**config.mk**
```make
export PLATFORM = sky130hd
export DESIGN_NAME = shot_sequencer
export DESIGN_NICKNAME = d
export VERILOG_FILES = /design/src/rtl/battleship_pkg.sv /design/src/rtl/fire_edge.sv /design/src/rtl/shot_sequencer.sv
export SDC_FILE = /design/constraint.sdc
export NUM_CORES = 1
export LEC_CHECK = 0
export CORE_ASPECT_RATIO = 2
export CORE_UTILIZATION = 43
export CTS_CLUSTER_DIAMETER = 100
export DETAILED_ROUTE_END_ITERATION = 6
export MAX_ROUTING_LAYER = met4
export PLACE_DENSITY = 0.83
export SYNTH_ARGS = -nofsm -noshare
export SYNTH_HDL_FRONTEND = slang
export SYNTH_SLANG_ARGS = --single-unit
```
**constraint.sdc**
```tcl
create_clock -name clock -period 2.1 [get_ports clock]
set_input_delay 0.315 -clock clock [delete_from_list [all_inputs] [get_ports clock]]
set_output_delay 0.315 -clock clock [all_outputs]
set_load 0.005 [all_outputs]
```
**src/rtl/battleship_pkg.sv**
```systemverilog
//------------------------------------------------------------------------------
// battleship_pkg : shared FSM state, result codes and ship one-hot constants
// Revision: 1.0
//------------------------------------------------------------------------------
`default_nettype none

package battleship_pkg;

  typedef enum logic [1:0] {
    ST_IDLE         = 2'd0,
    ST_SCORE        = 2'd1,
    ST_WAIT_RELEASE = 2'd2
  } shot_state_e;

  localparam logic [1:0] c_RES_NONE = 2'b00;
  localparam logic [1:0] c_RES_MISS = 2'b01;
  localparam logic [1:0] c_RES_NEAR = 2'b10;
  localparam logic [1:0] c_RES_HIT  = 2'b11;

  localparam logic [4:0] c_SHIP_NONE       = 5'b00000;
  localparam logic [4:0] c_SHIP_PATROL     = 5'b00001;
  localparam logic [4:0] c_SHIP_SUBMARINE  = 5'b00010;
  localparam logic [4:0] c_SHIP_DESTROYER  = 5'b00100;
  localparam logic [4:0] c_SHIP_BATTLESHIP = 5'b01000;
  localparam logic [4:0] c_SHIP_CARRIER    = 5'b10000;

  localparam logic [6:0] c_SCORE_MAX = 7'd127;

  function automatic logic [6:0] sat_add_score(input logic [6:0] score,
                                               input logic [3:0] cells);
    logic [7:0] sum;
    sum = {1'b0, score} + {4'b0, cells};
    return (sum > {1'b0, c_SCORE_MAX}) ? c_SCORE_MAX : sum[6:0];
  endfunction

  function automatic logic [1:0] encode_result(input logic hit,
                                               input logic near_miss,
                                               input logic miss);
    if (hit)            return c_RES_HIT;
    else if (near_miss) return c_RES_NEAR;
    else if (miss)      return c_RES_MISS;
    else                return c_RES_NONE;
  endfunction

endpackage

`default_nettype wire

```
**src/rtl/fire_edge.sv**
```systemverilog
//------------------------------------------------------------------------------
// fire_edge : registers the fire button and flags its rising edge
// Revision: 1.0
//------------------------------------------------------------------------------
`default_nettype none

module fire_edge (
  input  logic clock,
  input  logic reset,
  input  logic Fire,
  output logic FireEvent
);

  logic FirePrev_q;

  always_ff @(posedge clock) begin
    if (reset) FirePrev_q <= 1'b0;
    else       FirePrev_q <= Fire;
  end

  assign FireEvent = Fire & ~FirePrev_q;

endmodule

`default_nettype wire

```
**src/rtl/shot_sequencer.sv**
```systemverilog
//------------------------------------------------------------------------------
// shot_sequencer : accepts one shot per fire press, presents it to the scorer
//                  and accumulates the game counters from the scorer's verdict
// Revision: 1.0
//------------------------------------------------------------------------------
`default_nettype none

module shot_sequencer
  import battleship_pkg::*;
#(
  parameter int NUM_SHOTS = 20,
  parameter int NUM_BIG   = 2
) (
  input  logic       clock,
  input  logic       reset,
  input  logic       Fire,
  input  logic [3:0] XIn,
  input  logic [3:0] YIn,
  input  logic       BigReq,
  input  logic       Hit,
  input  logic       nearMiss,
  input  logic       Miss,
  input  logic       SomethingIsWrong,
  input  logic [3:0] HitCount,
  input  logic [4:0] BiggestShipHit,
  output logic [3:0] X,
  output logic [3:0] Y,
  output logic       Big,
  output logic [1:0] BigLeft,
  output logic       ScoreThis,
  output logic [4:0] ShotsLeft,
  output logic [6:0] Score,
  output logic [4:0] ShipsEverHit,
  output logic [1:0] LastResult,
  output logic       BadShot,
  output logic       GameOver
);

  shot_state_e state_q, state_d;
  logic [3:0]  X_q, X_d, Y_q, Y_d;
  logic        Big_q, Big_d;
  logic [1:0]  BigLeft_q, BigLeft_d;
  logic [4:0]  ShotsLeft_q, ShotsLeft_d;
  logic [6:0]  Score_q, Score_d;
  logic [4:0]  Ships_q, Ships_d;
  logic [1:0]  LastResult_q, LastResult_d;
  logic        BadShot_q, BadShot_d;
  logic        w_fire_event;
  logic        w_game_over;

  fire_edge u_fire_edge (
    .clock     (clock),
    .reset     (reset),
    .Fire      (Fire),
    .FireEvent (w_fire_event)
  );

  assign w_game_over = (ShotsLeft_q == 5'd0);

  always_comb begin
    state_d      = state_q;
    X_d          = X_q;
    Y_d          = Y_q;
    Big_d        = Big_q;
    BigLeft_d    = BigLeft_q;
    ShotsLeft_d  = ShotsLeft_q;
    Score_d      = Score_q;
    Ships_d      = Ships_q;
    LastResult_d = LastResult_q;
    BadShot_d    = BadShot_q;
    ScoreThis    = 1'b0;

    case (state_q)
      ST_IDLE: begin
        if (w_fire_event && !w_game_over) begin
          X_d     = XIn;
          Y_d     = YIn;
          Big_d   = BigReq;
          state_d = ST_SCORE;
        end
      end
      ST_SCORE: begin
        ScoreThis = 1'b1;
        state_d   = ST_WAIT_RELEASE;
        if (SomethingIsWrong) begin
          BadShot_d = 1'b1;
        end else begin
          // Guards keep the counters from wrapping even if the scorer misjudges
          if (ShotsLeft_q != 5'd0)           ShotsLeft_d = ShotsLeft_q - 5'd1;
          if (Big_q && (BigLeft_q != 2'd0))  BigLeft_d   = BigLeft_q - 2'd1;
          Score_d      = sat_add_score(Score_q, HitCount);
          Ships_d      = Ships_q | BiggestShipHit;
          LastResult_d = encode_result(Hit, nearMiss, Miss);
          BadShot_d    = 1'b0;
        end
      end
      ST_WAIT_RELEASE: begin
        if (!Fire) state_d = ST_IDLE;
      end
      default: state_d = ST_IDLE;
    endcase
  end

  always_ff @(posedge clock) begin
    if (reset) begin
      state_q      <= ST_IDLE;
      X_q          <= 4'd0;
      Y_q          <= 4'd0;
      Big_q        <= 1'b0;
      BigLeft_q    <= 2'(NUM_BIG);
      ShotsLeft_q  <= 5'(NUM_SHOTS);
      Score_q      <= 7'd0;
      Ships_q      <= c_SHIP_NONE;
      LastResult_q <= c_RES_NONE;
      BadShot_q    <= 1'b0;
    end else begin
      state_q      <= state_d;
      X_q          <= X_d;
      Y_q          <= Y_d;
      Big_q        <= Big_d;
      BigLeft_q    <= BigLeft_d;
      ShotsLeft_q  <= ShotsLeft_d;
      Score_q      <= Score_d;
      Ships_q      <= Ships_d;
      LastResult_q <= LastResult_d;
      BadShot_q    <= BadShot_d;
    end
  end

  assign X            = X_q;
  assign Y            = Y_q;
  assign Big          = Big_q;
  assign BigLeft      = BigLeft_q;
  assign ShotsLeft    = ShotsLeft_q;
  assign Score        = Score_q;
  assign ShipsEverHit = Ships_q;
  assign LastResult   = LastResult_q;
  assign BadShot      = BadShot_q;
  assign GameOver     = w_game_over;

endmodule

`default_nettype wire

```
Word-level counts from Yosys, hierarchy flattened

Index checks and enable logic that the tools add are counted.

Equality and inequality tests: 4
Magnitude comparators: 1
Add/sub/neg operators: 3
Bitwise logic cells: 4
Multiplexer cells: 9
Reductions and logical operators: 12

Operators by type and width:

| operator                                                                         | count |
|---|---|
| 7-bit by 4-bit adder with 8-bit output                                           | 1 |
| 8-bit by 7-bit greater-than comparator with 1-bit output (second input constant) | 1 |
| 2-bit two-way mux                                                                | 4 |
| 7-bit two-way mux                                                                | 1 |
| 2-bit one-hot mux with 3 select lines                                            | 1 |
| 2-bit AND reduction                                                              | 3 |
| 3-bit AND reduction                                                              | 2 |
| 5-bit logical NOT                                                                | 1 |
| 5-bit OR                                                                         | 1 |
| 5-bit nonzero test                                                               | 1 |
| 5-bit by 1-bit subtractor with 5-bit output (second input constant)              | 1 |
| 2-bit != test (second input constant)                                            | 2 |
| 1-bit two-way mux                                                                | 3 |
| 2-bit by 1-bit equality test with 1-bit output (second input constant)           | 1 |
| 2-bit equality test (second input constant)                                      | 1 |
| 1-bit logical AND                                                                | 2 |
| 2-bit logical NOT                                                                | 1 |
| 1-bit NOT                                                                        | 2 |
| 2-bit nonzero test                                                               | 1 |
| 2-bit by 1-bit subtractor with 2-bit output (second input constant)              | 1 |
| 1-bit bitwise AND                                                                | 1 |
| 1-bit logical NOT                                                                | 1 |

Output and inout bits: 33
Word-level logic and storage cells: 44
Input port bits: 25
Register bits: 34

Depth between registers and ports, before layout

Gate-level depths: netlist of run 1.

Word-level depth: 5
Mapped depth: 7
Gate-level depth less buffers: 7

Modules after synthesis

A second synthesis of run 1 with hierarchy kept.

Cell total of the unflattened synthesis: 161
Area, all modules: 1502.7 µm²

Modules (own cells, without submodules):

| module         | sequential area each (µm²) | cells each | instances | area each (µm²) |
|---|---|---|---|---|
| shot_sequencer | 660.6                      | 158        | 1         | 1455.1 |
| fire_edge      | 20.0                       | 3          | 1         | 47.5 |

Worst setup path before layout of run 1

OpenSTA, ideal clock, no wires.

Path kind: input to register
From: input HitCount[0]
To: register Score_q[6] (netlist: Score[6])
Setup time: 0.134 ns
Buffers on the path: 0
Required time: 1.966 ns
Path slack: 0.457 ns
Stages: 6
Data arrival time: 1.509 ns
Cell sequence: ha_1 -> fa_1 -> a21o_1 -> a21o_1 -> a41oi_1 -> a211oi_1

Longest elaborated chain between the ends: 3

RTL lines:

| element                                                  | RTL line              | text |
|---|---|---|
| start: declaration                                       | shot_sequencer.sv:24  | `input logic [3:0] HitCount,` |
| 7-bit by 4-bit adder with 8-bit output (*)               | battleship_pkg.sv:32  | `sum = {1'b0, score} + {4'b0, cells};` |
| 8-bit by 7-bit greater-than comparator with 1-bit output | battleship_pkg.sv:33  | `return (sum > {1'b0, c_SCORE_MAX}) ? c_SCORE_MAX : sum[6:0];` |
| 7-bit two-way mux (*)                                    | battleship_pkg.sv:33  |  |
| end signal: assignment                                   | shot_sequencer.sv:123 | `Score_q <= Score_d;` |
| end: declaration                                         | shot_sequencer.sv:44  | `logic [6:0] Score_q, Score_d;` |

Every way passes the cells marked *; elsewhere a longest branch is shown, timed or not.
A chain may end at the register's enable or synchronous reset.

Worst setup path in the final report of run 1

From: register ShotsLeft_q[0] (netlist: ShotsLeft[0])
To: output GameOver

Longest elaborated chain between the ends: 1

RTL lines:

| element                  | RTL line              | text |
|---|---|---|
| start: declaration       | shot_sequencer.sv:43  | `logic [4:0] ShotsLeft_q, ShotsLeft_d;` |
| start signal: assignment | shot_sequencer.sv:111 | `ShotsLeft_q <= 5'(NUM_SHOTS);` |
| start signal: assignment | shot_sequencer.sv:122 | `ShotsLeft_q <= ShotsLeft_d;` |
| 5-bit logical NOT        | shot_sequencer.sv:58  | `assign w_game_over = (ShotsLeft_q == 5'd0);` |
| end: declaration         | shot_sequencer.sv:36  | `output logic GameOver` |

No other way between the ends.

==> results of run 1 <==
cell usage in the layout (no fill, tap or decap), types with 2 or more instances in the layout:
| cell | synthesis | final |
|---|---|---|
| o21ai_0 | 2 | 2 |
| nand2_1 | 8 | 8 |
| xnor2_1 | 3 | 3 |
| dfxtp_2 | 0 | 2 |
| clkdlybuf4s50_1 | 0 | 56 |
| ha_1 | 7 | 7 |
| nor2_1 | 29 | 29 |
| nand3b_1 | 2 | 2 |
| dfxtp_1 | 34 | 32 |
| nor3_1 | 7 | 7 |
| a211o_1 | 2 | 2 |
| mux2i_1 | 11 | 11 |
| a31oi_1 | 5 | 5 |
| clkbuf_8 | 0 | 6 |
| inv_1 | 6 | 6 |
| a21oi_1 | 11 | 11 |
| nor2b_1 | 4 | 4 |
| a211oi_1 | 4 | 4 |
| nand3_1 | 4 | 4 |
| a21o_1 | 2 | 2 |
| buf_4 | 0 | 5 |
where the power goes:
| part | internal, uW | switching, uW |
|---|---|---|
| Sequential | 671 | 15.9 |
| Clock | 263 | 239 |
| Combinational | 127 | 78.8 |
| Total | 1060 | 333 |
area by class of cell:
type,instances,area share
Timing Repair Buffer,63,0.284
Tap cell,31,0.0176
Clock buffer,6,0.0374
Multi-Input combinational cell,113,0.335
Sequential cell,34,0.310
Clock inverter,2,0.00567
Inverter,6,0.0102
cell usage after synthesis (4+ instances only):
cell type,n,area (um2)
nor2_1,29,109
a21oi_1,11,55.1
a211oi_1,4,30.0
nand3_1,4,20.0
nor2b_1,4,25.0
nand2_1,8,30.0
nor3_1,7,35.0
dfxtp_1,34,681
inv_1,6,22.5
mux2i_1,11,110
clkbuf_1,4,15.0
ha_1,7,87.6
a31oi_1,5,31.3
state kept, by name (all words and copies together) (netlist names):
signal,flops
ShipsEverHit,5
LastResult,2
state_q,2
Big,1
X,4
BadShot,1
Y,4
u_fire_edge.FirePrev_q,1
BigLeft,2
ShotsLeft,5
Score,7
worst paths after layout:
kind,startpoint,end,slack [ps],cells after the start
min,ShipsEverHit[0],ShipsEverHit[0],480,2
max reg2reg,ShotsLeft[0],Y[2],270,7
min reg2reg,ShipsEverHit[0],ShipsEverHit[0],480,2
max,ShotsLeft[0],GameOver,140,5
routing by layer:
layer	track usage	up-vias	share of wire	routed length, um
li1	-	683	-	-
met5	-	-	0	0
met3	0.0489	6	0.040	134
met4	0.119	0	0.019	62
met2	0.348	37	0.57	1890
met1	0.193	613	0.37	1240
critical path, delay by kind of cell, from the launching register on:
| family | cells | cell delay [ps] |
|---|---|---|
| and+or+nand+nor | 1 | 460 |
| buffers and inverters | 3 | 400 |
| DFF | 1 | 340 |
| adders and majority gates | 1 | 160 |
logic make-up (layout without fill, tap and decap cells):
group	after synthesis	count (layout)
AOI/OAI and AO/OA	31	31
muxes	11	11
DFF	34	34
buffers and inverters	14	77
adders and majority gates	8	8
xor gates and xnor gates	4	4
and+or+nand+nor	59	59
stage by stage:
step	total power, uW	instances
6_report	1390	255
5_1_grt	1460	255
4_1_cts	1420	255
3_5_place_dp	907	246
3_3_place_gp	904	246
2_1_floorplan	796	161
timing repair:
| item | in CTS | in global routing |
|---|---|---|
| setup endpoints to repair | 1 | 0 |
| gates resized for setup | 3 | 0 |
| setup buffers | 1 | 0 |
==> report_table.html, run 1 <==
<table>
<tr><th>Metric</th><th>Value</th></tr>
<tr><th colspan="2">Floorplan</th></tr>
<tr><td>Y dimension of the die</td><td>between 80 and 90 um</td></tr>
<tr><td>Floorplan core area</td><td>approximately 3200 um2</td></tr>
<tr><td>Horizontal extent of the die</td><td>43.5 um</td></tr>
<tr><td>Die area</td><td>roughly 3700 um2</td></tr>
<tr><td>Count of standard-cell rows</td><td>29</td></tr>
<tr><td>Number of top-level design ports</td><td>58</td></tr>
<tr><td>Initial standard-cell utilization of the core</td><td>0.459</td></tr>
<tr><th colspan="2">Synthesis</th></tr>
<tr><td>Compound-cell area share of the yosys netlist</td><td>0.136</td></tr>
<tr><td>Count of warnings emitted by yosys</td><td>0</td></tr>
<tr><td>XOR/XNOR share of the synthesized area</td><td>0.0236</td></tr>
<tr><td>Simple logic cell fraction of the synthesized area</td><td>0.189</td></tr>
<tr><td>Adder and majority cell fraction of the synthesized area</td><td>0.0726</td></tr>
<tr><td>Avg Synthesized Cell Area</td><td>approximately 9.2 um2</td></tr>
<tr><td>Most used flip-flop cell after synthesis</td><td>dfxtp_1</td></tr>
<tr><td>Portion of the post-synthesis area used by sequential elements</td><td>0.459</td></tr>
<tr><td>Synth Cell Area</td><td>~1500 um2</td></tr>
<tr><td>Number of instances in the synthesized netlist</td><td>between 150 and 200</td></tr>
<tr><td>Mux share of post-synthesis cell area</td><td>0.0743</td></tr>
<tr><td>Number of unique standard cell types used by synthesis</td><td>32</td></tr>
<tr><td>Number of nets produced by synthesis</td><td>194</td></tr>
<tr><td>#FFs+latches synth</td><td>34</td></tr>
<tr><td>Count of flip-flops with a built-in enable after synthesis</td><td>0</td></tr>
<tr><td>Largest family of logic cells by synthesized area</td><td>simple AND/OR/NAND/NOR gates</td></tr>
<tr><td>Share of flip-flops with an asynchronous set or reset after synthesis</td><td>0</td></tr>
<tr><th colspan="2">Route</th></tr>
<tr><td>Final routed DRC violation total</td><td>8</td></tr>
<tr><td>Count of antenna-violating nets left after detailed routing</td><td>0</td></tr>
<tr><td>WL final</td><td>3340 um</td></tr>
<tr><td>Initial drt markers</td><td>26</td></tr>
<tr><td>Detailed-route wire length per cell</td><td>13.1 um</td></tr>
<tr><td>Number of vias after detailed routing</td><td>1,339</td></tr>
<tr><td>Drt via density</td><td>roughly 5.3</td></tr>
<tr><td>DR pass1 iterations</td><td>7</td></tr>
<tr><th colspan="2">Status</th></tr>
<tr><td>Status</td><td>finished with violations</td></tr>
<tr><td>Failing checks</td><td>DRC</td></tr>
<tr><th colspan="2">Clock network</th></tr>
<tr><td>Clock transition at the register clock pins on the worst setup and hold paths after CTS</td><td>around 70 ps</td></tr>
<tr><td>Num CTS Buffers</td><td>5</td></tr>
<tr><td>Clock network latency to the later pin of the worst-skew pair</td><td>~290 ps</td></tr>
<tr><td># clock sinks</td><td>34</td></tr>
<tr><td>CTS hold repair buffers</td><td>0</td></tr>
<tr><td>CTS tree</td><td>yes</td></tr>
<tr><td>Root Buffer Master</td><td>clkbuf_8</td></tr>
<tr><td>H-tree level count</td><td>2</td></tr>
<tr><td>Worst-case clock buffer depth</td><td>2</td></tr>
<tr><th colspan="2">STA</th></tr>
<tr><td>Total Negative Setup Slacks</td><td>0 ps</td></tr>
<tr><td>Minimum clock period</td><td>a little under 2000 ps</td></tr>
<tr><td>Post-route clock skew</td><td>between 4 and 5 ps</td></tr>
<tr><td>Final cycle utilization of the critical path</td><td>0.933</td></tr>
<tr><td>Final Slew Violations</td><td>0</td></tr>
<tr><td>Unrepaired setup endpoints after global routing</td><td>false</td></tr>
<tr><td>Worst hold slack</td><td>between 400 and 500 ps</td></tr>
<tr><td>Setup violation total in the final timing report</td><td>0</td></tr>
<tr><td>Max-Slew Margin vs Limit</td><td>0.778</td></tr>
<tr><td>Worst setup slack after layout</td><td>140 ps</td></tr>
<tr><td>Number of hold violations in the final report</td><td>0</td></tr>
<tr><td>Tightest Pin Transition</td><td>roughly 330 ps</td></tr>
<tr><td>Highest clock rate</td><td>~500 MHz</td></tr>
<tr><th colspan="2">Setup path</th></tr>
<tr><td>Critical path peak fanout</td><td>4</td></tr>
<tr><td>Data arrival time at the worst-slack endpoint</td><td>approximately 1600 ps</td></tr>
<tr><td>Category of the most critical setup path</td><td>flop to output port</td></tr>
<tr><td>Cell breakdown of the critical path</td><td>inv_1 &gt; ha_1 &gt; or4b_4 &gt; inv_1 &gt; dlygate4sd2_1</td></tr>
<tr><td>CP max stage delay</td><td>about 460 ps</td></tr>
<tr><td>Startpoint kind of the worst setup timing path</td><td>flop</td></tr>
<tr><td>Slowest CP cell</td><td>or4b_4</td></tr>
<tr><td>CP endpoint kind</td><td>output port</td></tr>
<tr><td>Critical path's most frequent cell</td><td>inv_1</td></tr>
<tr><td>Data required time of the worst path</td><td>~1800 ps</td></tr>
<tr><th colspan="2">Final layout</th></tr>
<tr><td>Fraction of final layout cells sized beyond drive strength 1</td><td>0.0848</td></tr>
<tr><td>Design area</td><td>approximately 2200 um2</td></tr>
<tr><td>Net count reported at finish</td><td>~260</td></tr>
<tr><td>Fillcell total</td><td>253</td></tr>
<tr><td>Core utilization of the finished layout</td><td>0.683</td></tr>
<tr><td>Seq. cell area</td><td>just under 700 um2</td></tr>
<tr><td>Area added between synthesis and finish</td><td>48.8%</td></tr>
<tr><td>Area of combinational cells with multiple inputs</td><td>between 700 and 800 um2</td></tr>
<tr><td>Diode count</td><td>0</td></tr>
<tr><th colspan="2">Placement</th></tr>
<tr><td>Worst slack at placement</td><td>-48.2 ps</td></tr>
<tr><td>Final estimated routing congestion in global placement</td><td>around 0.85</td></tr>
<tr><td>Post-detailed-placement half-perimeter wirelength</td><td>2460 um</td></tr>
<tr><td>Port Buf Inserts</td><td>57</td></tr>
<tr><td>Placed cell areas</td><td>roughly 2100 um2</td></tr>
<tr><th colspan="2">Global route</th></tr>
<tr><td>First-pass GRT wire length</td><td>about 5400 um</td></tr>
<tr><td>Number of antenna violations at the first check in global routing</td><td>0</td></tr>
<tr><td>Vias in the first global route</td><td>approximately 1,300</td></tr>
<tr><td>Global route overflow</td><td>0</td></tr>
<tr><td>Largest net degree at the start of global routing</td><td>36</td></tr>
<tr><td>All-layer global routing usage</td><td>0.201</td></tr>
<tr><th colspan="2">Pwr</th></tr>
<tr><td>Leakage component of the power</td><td>approximately 0.0009 uW</td></tr>
<tr><td>Worst-case vdd ir drop</td><td>roughly 0.0006 V</td></tr>
<tr><td>Areal power density over the cells</td><td>~630 nW/um2</td></tr>
<tr><th colspan="2">Min path</th></tr>
<tr><td>Worst Hold Class</td><td>flop to flop</td></tr>
<tr><th colspan="2">Flow run</th></tr>
<tr><td>Max-Cap Viols</td><td>0</td></tr>
</table>
(Power assumes the default switching activity.)
==> inputs of run 2 (changes only) <==
Settings changed: CAP_MARGIN from default to 10, CORE_MARGIN from default to 1.
==> results of run 2 <==
Same layout as run 1: the final DEF is identical, and so are final timing and power.
==> inputs of run 3 (changes only) <==
Settings changed: CTS_BUF_LIST from default to sky130_fd_sc_hd__clkbuf_16.
==> run 3 against run 2 <==
- the run still ends with DRC left
- sequential power about the same
- core utilization increased by 1.4 points
- combinational power about the same
- global-route usage increased by 0.31 points
- largest cell class unchanged
- highest routed layer unchanged
==> report_table.html, run 3 (synthesized netlist as in run 1, its figures left out) <==
<table>
<tr><th>Metric</th><th>Value</th></tr>
<tr><th colspan="2">Placement</th></tr>
<tr><td>Placed Instances</td><td>roughly 250</td></tr>
<tr><td>Final estimated routing congestion in global placement</td><td>about 0.85</td></tr>
<tr><td>Worst slack at placement</td><td>-48.2 ps</td></tr>
<tr><td>Post-detailed-placement half-perimeter wirelength</td><td>2460 um</td></tr>
<tr><td>Port Buf Inserts</td><td>57</td></tr>
<tr><td>Placed cell areas</td><td>between 2000 and 2500 um2</td></tr>
<tr><th colspan="2">STA</th></tr>
<tr><td>Final cycle utilization of the critical path</td><td>0.926</td></tr>
<tr><td>Highest clock rate</td><td>between 500 and 600 MHz</td></tr>
<tr><td>Number of hold violations in the final report</td><td>0</td></tr>
<tr><td>Final Slew Violations</td><td>0</td></tr>
<tr><td>Total Negative Setup Slacks</td><td>0 ps</td></tr>
<tr><td>Setup violation total in the final timing report</td><td>0</td></tr>
<tr><td>Tightest Pin Transition</td><td>approximately 340 ps</td></tr>
<tr><td>Max-Slew Margin vs Limit</td><td>0.774</td></tr>
<tr><td>Worst setup slack after layout</td><td>around 150 ps</td></tr>
<tr><td>Post-route clock skew</td><td>around 4.2 ps</td></tr>
<tr><td>Minimum clock period</td><td>between 1500 and 2000 ps</td></tr>
<tr><td>Worst hold slack</td><td>around 470 ps</td></tr>
<tr><td>Unrepaired setup endpoints after global routing</td><td>false</td></tr>
<tr><th colspan="2">Min path</th></tr>
<tr><td>Worst Hold Class</td><td>flop to flop</td></tr>
<tr><td>Worst Hold Path Cells</td><td>2</td></tr>
<tr><td>Terminating pin of the worst hold path</td><td>ShipsEverHit[0]</td></tr>
<tr><td>Critical hold path startpoint</td><td>ShipsEverHit[0]</td></tr>
<tr><th colspan="2">Final layout</th></tr>
<tr><td>Commonest non-fill, non-tap cells in the layout</td><td>clkdlybuf4s50_1 (56), dfxtp_1 (32), nor2_1 (29)</td></tr>
<tr><td>Net count reported at finish</td><td>around 260</td></tr>
<tr><td>Diode count</td><td>0</td></tr>
<tr><td>Fillcell total</td><td>246</td></tr>
<tr><td>Commonest non-fill, non-tap cell in the layout</td><td>clkdlybuf4s50_1</td></tr>
<tr><td>Number of flip-flops in the largest register</td><td>7</td></tr>
<tr><td>Non-filler instance count after layout</td><td>approximately 260</td></tr>
<tr><td>Area added between synthesis and finish</td><td>51.9%</td></tr>
<tr><td>Design area</td><td>between 2000 and 2500 um2</td></tr>
<tr><td>Fraction of final layout cells sized beyond drive strength 1</td><td>0.0804</td></tr>
<tr><th colspan="2">Setup path</th></tr>
<tr><td>Startpoint kind of the worst setup timing path</td><td>flop</td></tr>
<tr><td>Cell count of the worst reg-to-reg path</td><td>7</td></tr>
<tr><td>Crit path from</td><td>ShotsLeft[0]</td></tr>
<tr><td>Reg-to-Reg End</td><td>Big</td></tr>
<tr><td>Data required time of the worst path</td><td>around 1800 ps</td></tr>
<tr><td>Register-to-Register Setup Slack</td><td>between 200 and 300 ps</td></tr>
<tr><td>Critical path peak fanout</td><td>4</td></tr>
<tr><td>Data arrival time at the worst-slack endpoint</td><td>1630 ps</td></tr>
<tr><td>Source of the worst register-to-register timing path</td><td>ShotsLeft[0]</td></tr>
<tr><td>CP endpoint kind</td><td>output port</td></tr>
<tr><td>Category of the most critical setup path</td><td>flop to output port</td></tr>
<tr><th colspan="2">Route</th></tr>
<tr><td>Final routed DRC violation total</td><td>8</td></tr>
<tr><td>Initial drt markers</td><td>28</td></tr>
<tr><td>Drt via density</td><td>roughly 5.3</td></tr>
<tr><td>Count of antenna-violating nets left after detailed routing</td><td>0</td></tr>
<tr><td>Detailed-route wire length per cell</td><td>between 10 and 15 um</td></tr>
<tr><td>DR pass1 iterations</td><td>7</td></tr>
<tr><td>WL final</td><td>approximately 3500 um</td></tr>
<tr><td>Number of vias after detailed routing</td><td>between 1,000 and 1,500</td></tr>
<tr><th colspan="2">Global route</th></tr>
<tr><td>First-pass GRT wire length</td><td>5510 um</td></tr>
<tr><td>Largest net degree at the start of global routing</td><td>36</td></tr>
<tr><td>All-layer global routing usage</td><td>0.204</td></tr>
<tr><td>Global route overflow</td><td>0</td></tr>
<tr><td>Vias in the first global route</td><td>1,292</td></tr>
<tr><td>Number of antenna violations at the first check in global routing</td><td>0</td></tr>
<tr><th colspan="2">Clock network</th></tr>
<tr><td>Worst-case clock buffer depth</td><td>2</td></tr>
<tr><td>Clock transition at the register clock pins on the worst setup and hold paths after CTS</td><td>approximately 50 ps</td></tr>
<tr><td>Root Buffer Master</td><td>clkbuf_16</td></tr>
<tr><td>CTS tree</td><td>yes</td></tr>
<tr><td>CTS hold repair buffers</td><td>0</td></tr>
<tr><td># clock sinks</td><td>34</td></tr>
<tr><td>H-tree level count</td><td>2</td></tr>
<tr><td>Clock network latency to the later pin of the worst-skew pair</td><td>280 ps</td></tr>
<tr><td>Num CTS Buffers</td><td>5</td></tr>
<tr><th colspan="2">Status</th></tr>
<tr><td>Failing checks</td><td>DRC</td></tr>
<tr><td>Status</td><td>finished with violations</td></tr>
<tr><th colspan="2">Floorplan</th></tr>
<tr><td>Count of standard-cell rows</td><td>29</td></tr>
<tr><td>Number of top-level design ports</td><td>between 50 and 60</td></tr>
<tr><td>Horizontal extent of the die</td><td>43.5 um</td></tr>
<tr><td>Floorplan core area</td><td>roughly 3200 um2</td></tr>
<tr><td>Y dimension of the die</td><td>approximately 85 um</td></tr>
<tr><td>Initial standard-cell utilization of the core</td><td>0.459</td></tr>
<tr><td>Die area</td><td>around 3700 um2</td></tr>
<tr><th colspan="2">Pwr</th></tr>
<tr><td>Areal power density over the cells</td><td>slightly above 700 nW/um2</td></tr>
<tr><td>Leakage component of the power</td><td>between 0.0009 and 0.001 uW</td></tr>
<tr><td>Worst-case vdd ir drop</td><td>0.000698 V</td></tr>
<tr><th colspan="2">Flow run</th></tr>
<tr><td>Max-Cap Viols</td><td>0</td></tr>
</table>
==> run 3: cell count changes in the layout (fill, tap and decap cells not counted), sizes merged <==
cell    change
clkinv      +1
clkbuf      -1
==> run 3: through the flow <==
stage / power (uW) / utilization
floorplan: 796 / -
global placement: 904 / 0.651
detailed placement: 907 / 0.651
CTS: 1610 / 0.697
global route: 1660 / 0.697
finish: 1590 / 0.697
==> run 3: power by group <==
group          internal [uW]  total, uW  switching (uW)
logic                    127        207            80.6
registers                672        688            16.0
clock network            432        695             263
==> run 3: routing by layer <==
layer | vias to the layer above | track usage | share of wire
met3 | 6 | 0.0489 | 0.040
met2 | 38 | 0.360 | 0.56
met1 | 622 | 0.200 | 0.38
met4 | 0 | 0.102 | 0.017
li1 | 683 | - | -
met5 | - | - | 0
==> run 3: area by class of cell <==
class | count | area [um2] | share of cell area
Timing Repair Buffer | 63 | 627 | 0.278
Clock buffer | 5 | 125 | 0.0556
Inverter | 6 | 22.5 | 0.0100
Multi-Input combinational cell | 113 | 739 | 0.328
Sequential cell | 34 | 683 | 0.303
Clock inverter | 3 | 16.3 | 0.00722
Tap cell | 31 | 38.8 | 0.0172
==> run 3: how the worst max path moves through the flow <==
stage | to | slack [ps]
global route | GameOver | 60
global placement | Score[6] | -20
CTS | GameOver | 160
finish | GameOver | 150
detailed placement | Score[6] | -50
floorplan | Score[6] | 460
==> run 3: critical path: stages (launching register included) <==
cell           delay (ps)
dfxtp_2               340
inv_1                  80
ha_1                  160
or4b_4                460
inv_1                  90
dlygate4sd2_1         230
==> run 3: timing repair <==
action                                  4_1_cts  5_1_grt
endpoints found under the setup margin        1        0
endpoints found under the hold margin         0        0
setup buffers                                 1        0
gates resized for setup                       3        0
